### config.mk
export PLATFORM = sky130hd
export DESIGN_NAME = cp0_regfile
export DESIGN_NICKNAME = d
export VERILOG_FILES = /design/src/rtl/cp0_regfile_pkg.sv /design/src/rtl/cp0_regfile_timer.sv /design/src/rtl/cp0_regfile.sv
export SDC_FILE = /design/constraint.sdc
export NUM_CORES = 1
export LEC_CHECK = 0
export ABC_AREA = 1
export BUFFER_PORTS_ARGS = -buffer_cell sky130_fd_sc_hd__buf_4
export CAP_MARGIN = 40
export CORE_MARGIN = 2
export CORE_UTILIZATION = 35
export DETAILED_ROUTE_END_ITERATION = 12
export GPL_TIMING_DRIVEN = 1
export PLACE_DENSITY = 0.66
export SLEW_MARGIN = 30
export SYNTH_ARGS = -nofsm -noshare
export SYNTH_HDL_FRONTEND = slang
export SYNTH_SLANG_ARGS = --single-unit
### constraint.sdc
create_clock -name clk -period 6.2 [get_ports clk]
set_input_delay 0.62 -clock clk [delete_from_list [all_inputs] [get_ports clk]]
set_output_delay 0.62 -clock clk [all_outputs]
set_load 0.01 [all_outputs]
### src/rtl/cp0_regfile_pkg.sv
// ---------------------------------------------------------------------------
// cp0_defs
// Shared definitions for the CP0 register file: register numbers, the bit
// positions of the Status and Cause fields, and the ExcCode values that the
// commit stage records on an exception.
// ---------------------------------------------------------------------------
package cp0_defs;

    // CP0 register numbers (all at select 0)
    localparam logic [4:0] CP0_BADVADDR = 5'd8;
    localparam logic [4:0] CP0_COUNT    = 5'd9;
    localparam logic [4:0] CP0_COMPARE  = 5'd11;
    localparam logic [4:0] CP0_STATUS   = 5'd12;
    localparam logic [4:0] CP0_CAUSE    = 5'd13;
    localparam logic [4:0] CP0_EPC      = 5'd14;
    localparam logic [4:0] CP0_PRID     = 5'd15;
    localparam logic [4:0] CP0_CONFIG   = 5'd16;

    // Status field positions
    localparam int STATUS_IE     = 0;
    localparam int STATUS_EXL    = 1;
    localparam int STATUS_IM_LO  = 8;
    localparam int STATUS_IM_HI  = 15;
    localparam int STATUS_BEV    = 22;

    // Cause field positions
    localparam int CAUSE_EXC_LO  = 2;
    localparam int CAUSE_EXC_HI  = 6;
    localparam int CAUSE_IP_LO   = 8;
    localparam int CAUSE_IP_HI   = 15;
    localparam int CAUSE_TI      = 30;
    localparam int CAUSE_BD      = 31;

    // Exception codes written into Cause.ExcCode
    typedef enum logic [4:0] {
        EXC_INT  = 5'd0,
        EXC_ADEL = 5'd4,
        EXC_ADES = 5'd5,
        EXC_SYS  = 5'd8,
        EXC_BP   = 5'd9,
        EXC_RI   = 5'd10,
        EXC_OV   = 5'd12
    } exc_code_e;

endpackage

### src/rtl/cp0_regfile_timer.sv
// ---------------------------------------------------------------------------
// cp0_timer
// Count/Compare timer. Count advances once every two clocks, paced by an
// internal tick toggle. TI is raised on the edge where Count's next value
// equals Compare and stays set until Compare is written.
//
// Ports:
//   clk, rst      clock, asynchronous active-high reset
//   count_we      load Count from wdata (also restarts the tick phase)
//   compare_we    load Compare from wdata (also clears TI)
//   wdata         write data for both registers
//   count_o       current Count
//   compare_o     current Compare
//   ti_o          timer interrupt flag
// ---------------------------------------------------------------------------
module cp0_timer (
    input  logic        clk,
    input  logic        rst,
    input  logic        count_we,
    input  logic        compare_we,
    input  logic [31:0] wdata,
    output logic [31:0] count_o,
    output logic [31:0] compare_o,
    output logic        ti_o
);

    logic [31:0] count_q, count_d;
    logic [31:0] compare_q, compare_d;
    logic        tick_q, tick_d;
    logic        ti_q, ti_d;

    always_comb begin
        count_d   = count_q;
        tick_d    = ~tick_q;
        compare_d = compare_q;
        ti_d      = ti_q;

        if (count_we) begin
            count_d = wdata;
            tick_d  = 1'b0;
        end else if (tick_q) begin
            count_d = count_q + 32'd1;
        end

        // The match is taken against the value Count is about to hold, so a
        // hold cycle that sits on Compare keeps matching; a Compare write wins.
        if (compare_we) begin
            compare_d = wdata;
            ti_d      = 1'b0;
        end else if (count_d == compare_q) begin
            ti_d = 1'b1;
        end
    end

    always_ff @(posedge clk or posedge rst) begin
        if (rst) begin
            count_q   <= 32'd0;
            compare_q <= 32'd0;
            tick_q    <= 1'b0;
            ti_q      <= 1'b0;
        end else begin
            count_q   <= count_d;
            compare_q <= compare_d;
            tick_q    <= tick_d;
            ti_q      <= ti_d;
        end
    end

    assign count_o   = count_q;
    assign compare_o = compare_q;
    assign ti_o      = ti_q;

endmodule

### src/rtl/cp0_regfile.sv
// ---------------------------------------------------------------------------
// cp0_regfile
// Coprocessor-0 register file answering MFC0/MTC0 from the execute stage,
// recording exceptions and ERET from commit, and producing the masked
// interrupt request.
//
// Ports:
//   clk, rst                 clock, asynchronous active-high reset
//   addr, sel                CP0 register number and select
//   writeData, writeEn       MTC0 data and strobe
//   readData                 MFC0 data (combinational, no side effects)
//   exc_valid, exc_code      exception committed and its ExcCode
//   exc_pc, exc_bd           faulting PC and delay-slot flag
//   exc_badva_we, exc_badva  BadVAddr update for address errors
//   eret                     ERET committed
//   hw_int                   level-sensitive external interrupt lines
//   status_o, cause_o, epc_o current register values
//   int_req                  interrupt pending and enabled
// ---------------------------------------------------------------------------
module cp0_regfile
    import cp0_defs::*;
#(
    parameter logic [31:0] PRID_VAL   = 32'h0001_8000,
    parameter logic [31:0] CONFIG_VAL = 32'h8000_0000
) (
    input  logic        clk,
    input  logic        rst,
    input  logic [4:0]  addr,
    input  logic [2:0]  sel,
    input  logic [31:0] writeData,
    input  logic        writeEn,
    output logic [31:0] readData,
    input  logic        exc_valid,
    input  logic [4:0]  exc_code,
    input  logic [31:0] exc_pc,
    input  logic        exc_bd,
    input  logic        exc_badva_we,
    input  logic [31:0] exc_badva,
    input  logic        eret,
    input  logic [5:0]  hw_int,
    output logic [31:0] status_o,
    output logic [31:0] cause_o,
    output logic [31:0] epc_o,
    output logic        int_req
);

    logic [7:0]  im_q, im_d;
    logic        exl_q, exl_d;
    logic        ie_q, ie_d;
    logic [1:0]  ip_sw_q, ip_sw_d;
    logic [5:0]  ip_hw_q, ip_hw_d;
    logic        bd_q, bd_d;
    logic [4:0]  exc_code_q, exc_code_d;
    logic [31:0] epc_q, epc_d;
    logic [31:0] badva_q, badva_d;

    logic [31:0] count;
    logic [31:0] compare;
    logic        ti;

    logic mtc0;
    logic wr_status, wr_cause, wr_epc, wr_count, wr_compare;

    assign mtc0       = writeEn && (sel == 3'd0);
    assign wr_status  = mtc0 && (addr == CP0_STATUS);
    assign wr_cause   = mtc0 && (addr == CP0_CAUSE);
    assign wr_epc     = mtc0 && (addr == CP0_EPC);
    assign wr_count   = mtc0 && (addr == CP0_COUNT);
    assign wr_compare = mtc0 && (addr == CP0_COMPARE);

    cp0_timer u_timer (
        .clk        (clk),
        .rst        (rst),
        .count_we   (wr_count),
        .compare_we (wr_compare),
        .wdata      (writeData),
        .count_o    (count),
        .compare_o  (compare),
        .ti_o       (ti)
    );

    // Status is owned by an exception or ERET in the cycle one commits, so a
    // colliding MTC0 Status is dropped whole; likewise an exception owns EPC.
    // Cause.IP[1:0] has no competing writer and always takes the MTC0.
    always_comb begin
        im_d       = im_q;
        exl_d      = exl_q;
        ie_d       = ie_q;
        ip_sw_d    = ip_sw_q;
        ip_hw_d    = {hw_int[5] | ti, hw_int[4:0]};
        bd_d       = bd_q;
        exc_code_d = exc_code_q;
        epc_d      = epc_q;
        badva_d    = badva_q;

        if (wr_status && !exc_valid && !eret) begin
            im_d  = writeData[STATUS_IM_HI:STATUS_IM_LO];
            exl_d = writeData[STATUS_EXL];
            ie_d  = writeData[STATUS_IE];
        end
        if (wr_cause) begin
            ip_sw_d = writeData[CAUSE_IP_LO+1:CAUSE_IP_LO];
        end
        if (wr_epc && !exc_valid) begin
            epc_d = writeData;
        end

        if (eret) begin
            exl_d = 1'b0;
        end

        // A nested exception (EXL already set) keeps the original return PC.
        if (exc_valid) begin
            exc_code_d = exc_code;
            exl_d      = 1'b1;
            if (!exl_q) begin
                epc_d = exc_bd ? (exc_pc - 32'd4) : exc_pc;
                bd_d  = exc_bd;
            end
            if (exc_badva_we) begin
                badva_d = exc_badva;
            end
        end
    end

    always_ff @(posedge clk or posedge rst) begin
        if (rst) begin
            im_q       <= 8'd0;
            exl_q      <= 1'b0;
            ie_q       <= 1'b0;
            ip_sw_q    <= 2'd0;
            ip_hw_q    <= 6'd0;
            bd_q       <= 1'b0;
            exc_code_q <= 5'd0;
            epc_q      <= 32'd0;
            badva_q    <= 32'd0;
        end else begin
            im_q       <= im_d;
            exl_q      <= exl_d;
            ie_q       <= ie_d;
            ip_sw_q    <= ip_sw_d;
            ip_hw_q    <= ip_hw_d;
            bd_q       <= bd_d;
            exc_code_q <= exc_code_d;
            epc_q      <= epc_d;
            badva_q    <= badva_d;
        end
    end

    // BEV is hardwired to 1.
    assign status_o = {9'd0, 1'b1, 6'd0, im_q, 6'd0, exl_q, ie_q};
    assign cause_o  = {bd_q, ti, 14'd0, ip_hw_q, ip_sw_q, 1'b0, exc_code_q, 2'd0};
    assign epc_o    = epc_q;

    assign int_req = ie_q & ~exl_q & (|({ip_hw_q, ip_sw_q} & im_q));

    always_comb begin
        readData = 32'd0;
        if (sel == 3'd0) begin
            case (addr)
                CP0_BADVADDR: readData = badva_q;
                CP0_COUNT:    readData = count;
                CP0_COMPARE:  readData = compare;
                CP0_STATUS:   readData = status_o;
                CP0_CAUSE:    readData = cause_o;
                CP0_EPC:      readData = epc_q;
                CP0_PRID:     readData = PRID_VAL;
                CP0_CONFIG:   readData = CONFIG_VAL;
                default:      readData = 32'd0;
            endcase
        end
    end

endmodule

* Word-level counts from Yosys, hierarchy flattened
Index checks and enable logic that the tools add are counted.
** Storage, ports and cells
- Bits of input ports :: 122
- Flip-flop bits (word level) :: 154
- Output and inout port bits :: 129
** Operators by class
- $add $sub $neg :: 2
- Reductions and logical operators :: 17
- Multiplexer cells :: 14
- Equality and inequality tests :: 9
- Bitwise gates (word level) :: 6
** Operators with widths (number)
- $pmux 32 s8 :: 1
- $mux 32 :: 7
- $eq 5x4->1 const B :: 7
- $add 32x1->32 const B :: 1
- $eq 32x32->1 :: 1
- $sub 32x3->32 const B :: 1
- $logic_and 1x1->1 :: 9
- $and 8x8->8 :: 1
- $reduce_or 8->1 :: 1
- $mux 1 :: 6
- $eq 5x5->1 const B :: 1
- $reduce_and 2->1 :: 2
- $logic_not 3->1 :: 1
- $reduce_bool 3->1 :: 1
- $and 1x1->1 :: 2
- $logic_not 1->1 :: 2
- $not 1->1 :: 2
- $reduce_bool 2->1 :: 1
- $or 1x1->1 :: 1

* Longest topological paths before layout
Gate-level depths: netlist of the first run.
- Word-level depth :: 8
- Depth in mapped cells :: 17
- Depth with buffers taken out :: 17

* Hierarchy
A second synthesis of the first run with hierarchy kept.
** Unflattened totals
- Cell total of the unflattened synthesis :: 1460
- Area total of the unflattened synthesis :: 10067.2 um^2
** By module, submodules not included
- cp0_regfile :: cells each 825, instances 1, sequential area each 2202.1 um^2, area an instance 5878.1 um^2
- cp0_timer :: cells each 635, instances 1, sequential area each 1651.6 um^2, area an instance 4189.0 um^2

* Worst setup path before layout of the first run
Ideal clock, no wire load.
- Path type :: in2out
- From :: in addr[3]
- To :: out readData[16]
- Buffers on the path :: 2
- Stages :: 8
- Required time :: 5.580 ns
- Setup slack :: 3.655 ns
- Data arrival time :: 1.925 ns
- Cells stage by stage :: nand2_1 nor2_1 inv_1 nor3_2 clkbuf_1 clkbuf_1 a21oi_1 a41oi_1
** Between the ends
- Longest elaborated chain between the ends :: 3
- Elaborated cells on any way between the ends :: 10
** Ends and longest elaborated chain
- start: declaration :: line cp0_regfile.sv:28 : input logic [4:0] addr,
- $eq 5x5->1 / $eq 5x4->1 (equally long branches) :: line cp0_regfile.sv:160 : case (addr)
- $pmux 32 s8 * :: line cp0_regfile.sv:160
- $mux 32 * :: line cp0_regfile.sv:159 : if (sel == 3'd0) begin
- end: declaration :: line cp0_regfile.sv:32 : output logic [31:0] readData,
Every way passes the cells marked *; elsewhere a longest branch is shown, timed or not.

* Worst setup path in the final report of the first run
- From :: in addr[4]
- To :: out readData[30]
The elaborated chain is that of the path after synthesis.

==> metrics.txt, run 1 <==
most used flip-flop cell after synthesis=sky130_fd_sc_hd__dfrtp_1; initial antenna violation count=0; number of setup buffers added after CTS=0; synthesized-area fraction occupied by ao, oa, aoi and oai cells=0.1371; f_max=295.7 MHz; TritonCTS Sinks=154; final setup slack of the worst path=2.818 ns; Synth Area in Simple Gates=0.2827; Synth area leaders=sky130_fd_sc_hd__dfrtp_1 39%, sky130_fd_sc_hd__nand2_1 14%, sky130_fd_sc_hd__inv_1 7.2%, sky130_fd_sc_hd__nor2_1 4.5%, sky130_fd_sc_hd__nand3_1 4.2%; # nets final=1,673; share of post-route cells with drive strength above 1=0.2157; family of cells with the greatest summed delay on the critical path=simple AND/OR/NAND/NOR gates; via count of the first global-routing pass=9,383; worst slack at placement=2.770 ns; WP data required=5.58 ns; post-cts hold buffer count=0; Least-Margin Pin Slew=0.7150 ns; final hold viol count=0; placer's final routability congestion estimate=0.9589; CP max stage cell=sky130_fd_sc_hd__nor2_4; maximum buffer depth of the clock tree=2; XOR/XNOR Fraction of Synth Area=0.02048; pin count of the biggest net entering global routing=66; core area=27,710 µm²; number of standard cells after synthesis=1,354; register area share after synthesis=0.3917; number of buffers created by CTS=17; average via count per standard cell=between 5 and 6; setup repair after global routing missed its margin=no; power per unit of standard cell area=251.4 nW/µm²; FF+latch count, synth=154; H-Tree Depth=4; via count=approximately 10k; largest family of logic cells by synthesized area=simple AND/OR/NAND/NOR gates; launch instance of the worst register-to-register path=u_timer.tick_q; Design Area, Final=12,250 µm²; worst ir drop on vdd=0.1949 mV; category of the critical setup timing path=input pin to output port; final worst path period share=0.5455; Ant. Diodes=0; Final TNS setup=0 ns; depth of the worst register-to-register path=16; arrival time at the worst endpoint=roughly 2.8 ns; Pre-antenna DRT Iters=6; Worst Skew=0.01190 ns; LEAKAGE=0.005967 µW; Post-CTS Resized=0; top fanout value on the critical path=21; final core utilization=0.4422; WL per Instance=18.75 µm; Critical Path, Cell by Cell=buf_4 > inv_1 > nand3_1 > nor2_4 > nor4_1 > nand2_1 > nand2_1 > a21oi_1 > buf_4; total setup violations reported at the end of the flow=0; type of the most critical hold path=input pin to async pin; final hold slack=0.1464 ns; proportion of register bits with asynchronous set or reset after synthesis=1.000; commonest non-fill, non-tap cell in the layout=sky130_fd_sc_hd__nand2_1; Post-synth EDFFs=0; clock-pin slew on the worst setup and hold paths=approximately 0.070 ns; cell type contributing the most total cell area after synthesis=sky130_fd_sc_hd__dfrtp_1; Critical Path Start Type=input pin; global-route wire length before repair=around 55,000 µm; synthesized-area fraction occupied by adder cells=0.002544; status=finished clean; critical register-to-register path endpoint=u_timer.ti_o; Clk Latency, worst-skew pair=between 0.4 and 0.5 ns; final-report max-slew violation count=0; worst reg-to-reg setup slack=3.86 ns; Max-Slew Margin vs Limit=0.5189; count of cell types in the netlist=51; post-detail-place hpwl=29,100 µm; Post-Route WL=between 30,000 and 40,000 µm; ports placed on the boundary=251; number of DRC markers after the initial detailed-route iteration=1,025; number of placement rows=61; antenna violation net count after detailed routing=0; DR DRC count=0; largest stage delay on the critical path=0.50 ns; grt total ovfl=0; number of max-cap violations=0; worst path buffer plus inverter count=3; Setup crit end kind=output port; total die area=29,470 µm²; CTS Root Cell=sky130_fd_sc_hd__clkbuf_16; TritonCTS clock tree=done; Buffers on Ports=211; min cycle time layout=3.382 ns; initial cell density of the core=0.3551; commonest cells after routing, fill and taps aside=364 x sky130_fd_sc_hd__nand2_1, 220 x sky130_fd_sc_hd__buf_4, 189 x sky130_fd_sc_hd__inv_1; global-route usage over all layers=0.2481; P&R area growth vs syn=24.53%; Die Span Y=171.7 µm; fraction of synthesized area in multiplexers=0.03764; share of the synthesized area in the top cell type=0.3917; synthesis warning total=0; average size of a mapped cell=roughly 7.3 µm²; die boundary width=171.7 µm; placed cell areas=around 12,000 µm²; Post-Syn Area=9838 µm²
==> cell usage after synthesis, drive strengths merged (3+ instances only) <==
cell	n
nand3b	3
o211ai	5
o221ai	12
nand4	12
mux2	32
a221oi	22
dfrtp	154
xor2	16
a21oi	40
nand2	370
nor3	14
a22oi	9
buf	59
or2	22
inv	194
clkbuf	27
a31oi	12
nor2	131
nor4	6
o21ai	83
o22ai	23
xnor2	7
nand3	83
==> metrics by stage <==
stage	power, µW	cells
after floorplan	1761	1391
after global placement	2070	1903
after detailed placement	2086	1906
after CTS	3081	1938
after global routing	3240	1940
final	3080	1940
==> routing by layer <==
metal,routed length (µm),share of wire,up-vias,global-route usage
met5,0,0,-,0
met4,911,0.025,0,0.07480
met3,3168,0.087,61,0.04188
met2,16460,0.45,494,0.3882
met1,15820,0.44,4812,0.3506
li1,-,-,4716,-
==> cells by family after synthesis <==
kind of cell               after synthesis
xor gates and xnor gates                23
AOI/OAI and AO/OA                      219
DFF                                    154
adders and majority gates                2
other                                    2
buffers and inverters                  280
and+or+nand+nor                        641
muxes                                   33
==> where the power goes <==
group / internal (µW) / switching [µW] / leakage [µW]
Combinational: 309 / 483 / 0.00403
Clock: 563 / 433 / 0.000253
Sequential: 1140 / 152 / 0.00168
Total: 2010 / 1070 / 0.00597
==> layout make-up <==
| cell class | count | area (µm²) |
|---|---|---|
| clock buffer | 22 | 454.2 |
| clock inverter | 10 | 95.09 |
| fill | 2835 | 15450 |
| inverter | 194 | 733.2 |
| multi-input combinational | 957 | 4890 |
| sequential | 154 | 3854 |
| tap | 378 | 473.0 |
| timing repair buffer | 225 | 1753 |
==> worst reg2reg max path: stages (launching register included) <==
cell                      delay (ns)
sky130_fd_sc_hd__dfrtp_1        0.54
sky130_fd_sc_hd__nand2_1        0.17
sky130_fd_sc_hd__nor2_4         0.21
sky130_fd_sc_hd__nand2_1        0.16
sky130_fd_sc_hd__inv_1          0.15
sky130_fd_sc_hd__nand2_1        0.07
sky130_fd_sc_hd__nand2_1        0.05
sky130_fd_sc_hd__nand2_1        0.10
sky130_fd_sc_hd__nand2_1        0.10
sky130_fd_sc_hd__nand2_1        0.09
sky130_fd_sc_hd__nand2_1        0.07
sky130_fd_sc_hd__nand3_1        0.07
sky130_fd_sc_hd__nor2_1         0.09
sky130_fd_sc_hd__nand2_1        0.07
sky130_fd_sc_hd__nor2_1         0.11
sky130_fd_sc_hd__nand3_1        0.07
sky130_fd_sc_hd__a21oi_1        0.14
==> state kept, by name (all words and copies together) (netlist names) <==
| name | count |
|---|---|
| u_timer.count_o | 32 |
| im_q | 8 |
| epc_o | 32 |
| bd_q | 1 |
| u_timer.tick_q | 1 |
| exl_q | 1 |
| exc_code_q | 5 |
| badva_q | 32 |
| ip_hw_q | 6 |
| u_timer.compare_o | 32 |
| ie_q | 1 |
| ip_sw_q | 2 |
| u_timer.ti_o | 1 |
==> worst max-delay path by stage <==
stage	depth (start not counted)	from	endpoint	slack [ns]
6_report	9	addr[4]	readData[30]	2.82
3_3_place_gp	16	sel[1]	u_timer.ti_o	2.67
5_1_grt	9	addr[4]	readData[13]	2.74
2_1_floorplan	1	rst	badva_q[0]	1.43
3_5_place_dp	16	addr[4]	u_timer.ti_o	2.77
4_1_cts	9	addr[1]	readData[31]	2.87
(Power assumes the default switching activity.)
==> run 2, diff against run 1 <==
- clock period: 6.2 -> 3.3 ns (I/O delays scaled with it)
==> run 2 against run 1 <==
Final cell count rose by 0.26%. Clock skew fell by 0.0043 ns. Total power rose by 94%. Core utilization rose by 0.24 points. First-iteration DRC count rose by 1.7%. Worst hold slack got worse by 0.045 ns. Sequential cell count did not move. Clock-buffer cell count fell by 1. Register-to-register slack got worse by 3.0 ns. Routed wire length rose by 0.86%. Sequential share of layout area fell by 0.17 points. Largest cell class unchanged. Highest routed layer unchanged.
==> metrics.txt, run 2 (synthesized netlist as in run 1, its figures left out) <==
Critical Path, Cell by Cell=buf_4 > inv_1 > nand2_1 > nor2_4 > buf_4 > nor4_1 > nand2_1 > nand2_1 > a31oi_1 > buf_4; Post-Route WL=36,680 µm (+0.86%); initial antenna violation count=0 (unchanged); number of placement rows=61 (unchanged); depth of the worst register-to-register path=16 (unchanged); Pre-antenna DRT Iters=5 (-1); Critical Path Start Type=input pin; # nets final=1,679 (+0.36%); Clk Latency, worst-skew pair=0.43 ns (about the same); DR DRC count=0 (unchanged); min cycle time layout=approximately 2.6 ns; initial cell density of the core=0.3551 (unchanged); Internal=3970 µW (+97%); Setup crit end kind=output port; Ant. Diodes=0 (unchanged); post-detail-place hpwl=28,880 µm (-0.76%); grt total ovfl=0 (unchanged); core area=27,710 µm² (unchanged); total setup violations reported at the end of the flow=0 (unchanged); critical register-to-register path endpoint=u_timer.ti_o; largest stage delay on the critical path=0.40 ns (-0.10 ns); Die Span Y=171.7 µm (unchanged); ports placed on the boundary=251 (unchanged); final setup slack of the worst path=0.7286 ns (-2.090 ns); antenna violation net count after detailed routing=0 (unchanged); H-Tree Depth=4 (unchanged); worst path buffer plus inverter count=4 (+1); worst slack at placement=0.7003 ns (-2.070 ns); top fanout value on the critical path=20 (-4.8%); hold wc startpoint=exc_code[1]; number of cells on the worst hold path=3; maximum buffer depth of the clock tree=2 (unchanged); f_max=388.9 MHz; TritonCTS clock tree=done; status=finished clean; clock-pin slew on the worst setup and hold paths=0.06 ns (about the same); Least-Margin Pin Slew=0.8985 ns (+0.1835 ns); number of setup buffers added after CTS=0 (unchanged); Max-Slew Margin vs Limit=0.4010 (-0.1179); final hold viol count=0 (unchanged); number of buffers created by CTS=17 (unchanged); number of DRC markers after the initial detailed-route iteration=1,042 (+1.7%); TritonCTS Sinks=154 (unchanged); power per unit of standard cell area=485.1 nW/µm² (+93%); Worst Hold End=exc_code_q[1]; via count=10.09k (+0.020%); global-route usage over all layers=0.2508 (+0.002739); placer's final routability congestion estimate=0.9261 (-3.4%); LEAKAGE=0.006009 µW (+0.70%); WL per Instance=18.86 µm (+0.60%); sw power=2006 µW (+88%); number of max-cap violations=0 (unchanged); worst ir drop on vdd=0.3594 mV (+84%); P&R area growth vs syn=25.22%; worst reg-to-reg setup slack=0.83 ns (-3.03 ns); family of cells with the greatest summed delay on the critical path=simple AND/OR/NAND/NOR gates; total die area=29,470 µm² (unchanged); global-route wire length before repair=55,140 µm (+1.1%); CP max stage cell=sky130_fd_sc_hd__a31oi_1; Final TNS setup=0 ns (unchanged); fraction of power consumed by combinational cells=0.248 (-0.009); CTS Root Cell=sky130_fd_sc_hd__clkbuf_16; category of the critical setup timing path=input pin to output port; arrival time at the worst endpoint=2.24 ns (-0.52 ns); power share of the sequential group=0.406 (-0.014); launch instance of the worst register-to-register path=u_timer.tick_q; final worst path period share=0.7792; share of total power consumed by net switching=0.3357 (-0.01113); Worst Skew=0.007631 ns (-0.004271 ns); share of post-route cells with drive strength above 1=0.2170 (+0.001226); portion of total power attributed to the clock network=0.347 (+0.024); final-report max-slew violation count=0 (unchanged); commonest non-fill, non-tap cell in the layout=sky130_fd_sc_hd__nand2_1; average via count per standard cell=5.185 (-0.24%); die boundary width=171.7 µm (unchanged); via count of the first global-routing pass=9,366 (-0.18%); Buffers on Ports=211 (unchanged); WP data required=2.97 ns (-2.61 ns); commonest cells after routing, fill and taps aside=364 x sky130_fd_sc_hd__nand2_1, 225 x sky130_fd_sc_hd__buf_4, 189 x sky130_fd_sc_hd__inv_1; type of the most critical hold path=input pin to flip-flop; pin count of the biggest net entering global routing=155 (+130%); setup repair after global routing missed its margin=no
## run 2: power groups by stage
stage | clock, µW | sequential [µW] | combinational (µW)
floorplan | 0 | 2380 | 933
CTS | 2090 | 2410 | 1470
global route | 2160 | 2450 | 1660
detailed placement | 0 | 2440 | 1460
global placement | 0 | 2440 | 1440
finish | 2070 | 2420 | 1480
## run 2: how the worst max path moves through the flow
stage	from	end	slack [ns]	cells past startpoint
2_1_floorplan	rst	badva_q[0]	1.03	1
3_3_place_gp	addr[4]	readData[23]	0.73	10
3_5_place_dp	addr[4]	readData[23]	0.70	10
4_1_cts	addr[4]	readData[23]	0.71	10
5_1_grt	u_timer.tick_q	u_timer.ti_o	0.60	16
6_report	addr[1]	readData[13]	0.73	10
## run 2: metal layers
layer | vias up | routed length, µm | part of all wire | global-route usage
li1 | 4728 | - | - | -
met1 | 4786 | 15670 | 0.43 | 0.3501
met2 | 514 | 17180 | 0.47 | 0.4070
met3 | 57 | 3052 | 0.083 | 0.03221
met4 | 0 | 771 | 0.021 | 0.07185
met5 | - | 0 | 0 | 0
## run 2: cell type report
| class | instances | area (µm²) |
|---|---|---|
| inverter | 194 | 732.0 |
| fill | 2781 | 15390 |
| clock buffer | 21 | 470.5 |
| timing repair buffer | 231 | 1759 |
| clock inverter | 10 | 141.4 |
| sequential | 154 | 3854 |
| multi-input combinational | 957 | 4890 |
| tap | 378 | 473.0 |
## run 2: worst min-delay path, cell delays in order
cell and delay (ns):
sky130_fd_sc_hd__buf_4 0.08, sky130_fd_sc_hd__nand2_1 0.04, sky130_fd_sc_hd__o21ai_0 0.06
## run 2: what timing repair did
action                                 CTS  global route
hold buffers                             5             0
gates resized for setup                  0             0
endpoints found under the hold margin    5             0
## run 2: per-stage QoR
stage               hold slack [ns]  area, µm²  total power (µW)  std cells    util
floorplan                    0.3614       9981              3309       1391       -
global placement             0.4401      11660              3885       1909  0.4208
detailed placement           0.4406      11660              3908       1909  0.4208
CTS                         0.09076      12320              5973       1945  0.4447
global route                0.09949      12320              6266       1945  0.4447
finish                       0.1015      12320              5976       1945  0.4447
==> run 3, diff against run 2 <==
- PLACE_DENSITY: 0.66 -> 0.68
- clock period: 3.3 -> 2.1 ns (I/O delays scaled with it)
==> run 3 against run 2 <==
Sequential share of layout area is 2.3 points lower. Global-route usage is 0.87 points higher. First-iteration DRC count up 5.1%. The run now ends with setup timing left. Sequential cell count unchanged. Sequential power grew 57%.
==> metrics.txt, run 3 (synthesized netlist as in run 1, its figures left out) <==
pin count of the biggest net entering global routing=66 (-57%); commonest non-fill, non-tap cell in the layout=sky130_fd_sc_hd__nand2_1; CP max stage cell=sky130_fd_sc_hd__dfrtp_1; number of max-cap violations=0 (unchanged); category of the critical setup timing path=flip-flop to flip-flop; ports placed on the boundary=251 (unchanged); power per unit of standard cell area=726.1 nW/µm² (+50%); # nets final=1,777 (+5.8%); global-route usage over all layers=0.2595 (+0.008691); Internal=6333 µW (+60%); H-Tree Depth=4 (unchanged); min cycle time layout=2.172 ns; largest stage delay on the critical path=0.39 ns (about the same); Max-Slew Margin vs Limit=0.6365 (+0.2355); share of total power consumed by net switching=0.3456 (+0.009971); commonest cells after routing, fill and taps aside=360 x sky130_fd_sc_hd__nand2_1, 292 x sky130_fd_sc_hd__buf_4, 187 x sky130_fd_sc_hd__inv_1; number of cells on the worst hold path=2 (-1); family of cells with the greatest summed delay on the critical path=simple AND/OR/NAND/NOR gates; Setup crit end kind=flip-flop; Final TNS setup=-0.07191 ns (-0.07191 ns); Design Area, Final=13,330 µm² (+8.2%); Critical Path Start Type=flip-flop; WP data required=2.47 ns (-0.50 ns); TritonCTS Sinks=154 (unchanged); final worst path period share=1.034; antenna violation net count after detailed routing=0 (unchanged); Pre-antenna DRT Iters=6 (+1); average via count per standard cell=5.189 (about the same); f_max=460.4 MHz; worst ir drop on vdd=0.6344 mV (+77%); placed cell areas=12,330 µm² (+5.7%); cell type with the highest occurrence count on the critical path=sky130_fd_sc_hd__nand2_1; arrival time at the worst endpoint=2.54 ns (+0.30 ns); total die area=29,470 µm² (unchanged); final-report max-slew violation count=0 (unchanged); worst path buffer plus inverter count=0 (-4); status=finished, violations left; placer's final routability congestion estimate=0.9471 (+2.3%); Clk Latency, worst-skew pair=0.44 ns (about the same); sw power=3345 µW (+67%); maximum buffer depth of the clock tree=2 (unchanged); fraction of power consumed by combinational cells=0.286 (+0.038); Die Span Y=171.7 µm (unchanged); Critical Path, Cell by Cell=ha_2 > nand2_4 > nor2_4 > nand2_4 > nor2_4 > nand2_2 > nor2_1 > nand2_1 > nand2_1 > nand2_1 > nand2_1 > nand2_1 > nand2_2 > nand2_2 > nor2_1 > nand3_1 > a21oi_2; setup repair after global routing missed its margin=yes; Buffers on Ports=211 (unchanged); number of DRC markers after the initial detailed-route iteration=1,095 (+5.1%); Post-Route WL=38,060 µm (+3.8%); final hold viol count=0 (unchanged); die boundary width=171.7 µm (unchanged); DR DRC count=0 (unchanged); violations in the final reports=setup timing; Ant. Diodes=0 (unchanged); power share of the sequential group=0.392 (-0.014); Least-Margin Pin Slew=0.5444 ns (-0.3541 ns); initial cell density of the core=0.3551 (unchanged); final setup slack of the worst path=-0.07191 ns (-0.8005 ns); logic depth of the worst setup path including buffers=17 (+7); core area=27,710 µm² (unchanged); WL per Instance=18.62 µm (-1.3%); clock-pin slew on the worst setup and hold paths=0.07 ns (about the same); via count=10.61k (+5.2%); post-detail-place hpwl=30,120 µm (+4.3%); TritonCTS clock tree=done; number of buffers created by CTS=17 (unchanged); number of placement rows=61 (unchanged); LEAKAGE=0.006529 µW (+8.7%); portion of total power attributed to the clock network=0.321 (-0.026); total setup violations reported at the end of the flow=1 (+1); global-route wire length before repair=57,550 µm (+4.4%); share of post-route cells with drive strength above 1=0.2701 (+0.05313); grt total ovfl=0 (unchanged); final hold slack=0.005594 ns (-0.09594 ns); initial antenna violation count=0 (unchanged); number of inserted filler cells in the final layout=2,728 (-1.9%); depth of the worst register-to-register path=17 (+1); worst slack at placement=-0.1028 ns (-0.8031 ns); via count of the first global-routing pass=10.17k (+8.6%); top fanout value on the critical path=5 (-75%); CTS Root Cell=sky130_fd_sc_hd__clkbuf_16; Worst Skew=0.01671 ns (+0.009083 ns); final core utilization=0.4811 (+0.03640); type of the most critical hold path=input pin to flip-flop; P&R area growth vs syn=35.47%
[run 3: layout make-up]
class,count,area (µm²),share of cell area
Multi-Input combinational cell,957,5014,0.3762
Timing Repair Buffer,329,2665,0.2000
Tap cell,378,473.0,0.03549
Inverter,194,732.0,0.05492
Sequential cell,154,3860,0.2896
Clock inverter,13,141.4,0.01061
Clock buffer,19,442.9,0.03323
[run 3: final timing paths]
check	from	end	slack (ns)
worst max-delay path	u_timer.count_o[0]	u_timer.ti_o	-0.07
worst min-delay path	exc_badva[19]	badva_q[19]	0.006
worst max register to register	u_timer.count_o[0]	u_timer.ti_o	-0.07
worst min register to register	badva_q[26]	badva_q[26]	0.51
max in group asynchronous	rst	u_timer.count_o[19]	1.04
min in group asynchronous	rst	u_timer.compare_o[1]	0.33
[run 3: power groups by stage]
stage / combinational [µW] / sequential [µW] / clock (µW)
3_3_place_gp: 2610 / 3820 / 0
6_report: 2770 / 3800 / 3110
4_1_cts: 2710 / 3770 / 3130
5_1_grt: 3050 / 3830 / 3280
2_1_floorplan: 1470 / 3730 / 0
3_5_place_dp: 2650 / 3820 / 0
[run 3: repair_timing]
item	CTS	global route
hold buffers	23	2
hold endpoints to repair	31	2
gates resized for setup	9	31
setup endpoints to repair	6	15
buffers inserted	0	4
pin swaps	3	15
[run 3: per-stage QoR]
| step | std cells | power [µW] |
|---|---|---|
| after global routing | 2044 | 10170 |
| after CTS | 2038 | 9607 |
| final | 2044 | 9678 |
| after global placement | 1983 | 6429 |
| after detailed placement | 1983 | 6467 |
| after floorplan | 1391 | 5199 |
[run 3: metal layers]
layer | global-route usage | vias to the layer above | share of wire
li1 | - | 4910 | -
met1 | 0.3578 | 5077 | 0.42
met2 | 0.4109 | 550 | 0.46
met3 | 0.04648 | 70 | 0.097
met4 | 0.08696 | 0 | 0.025
met5 | 0 | - | 0
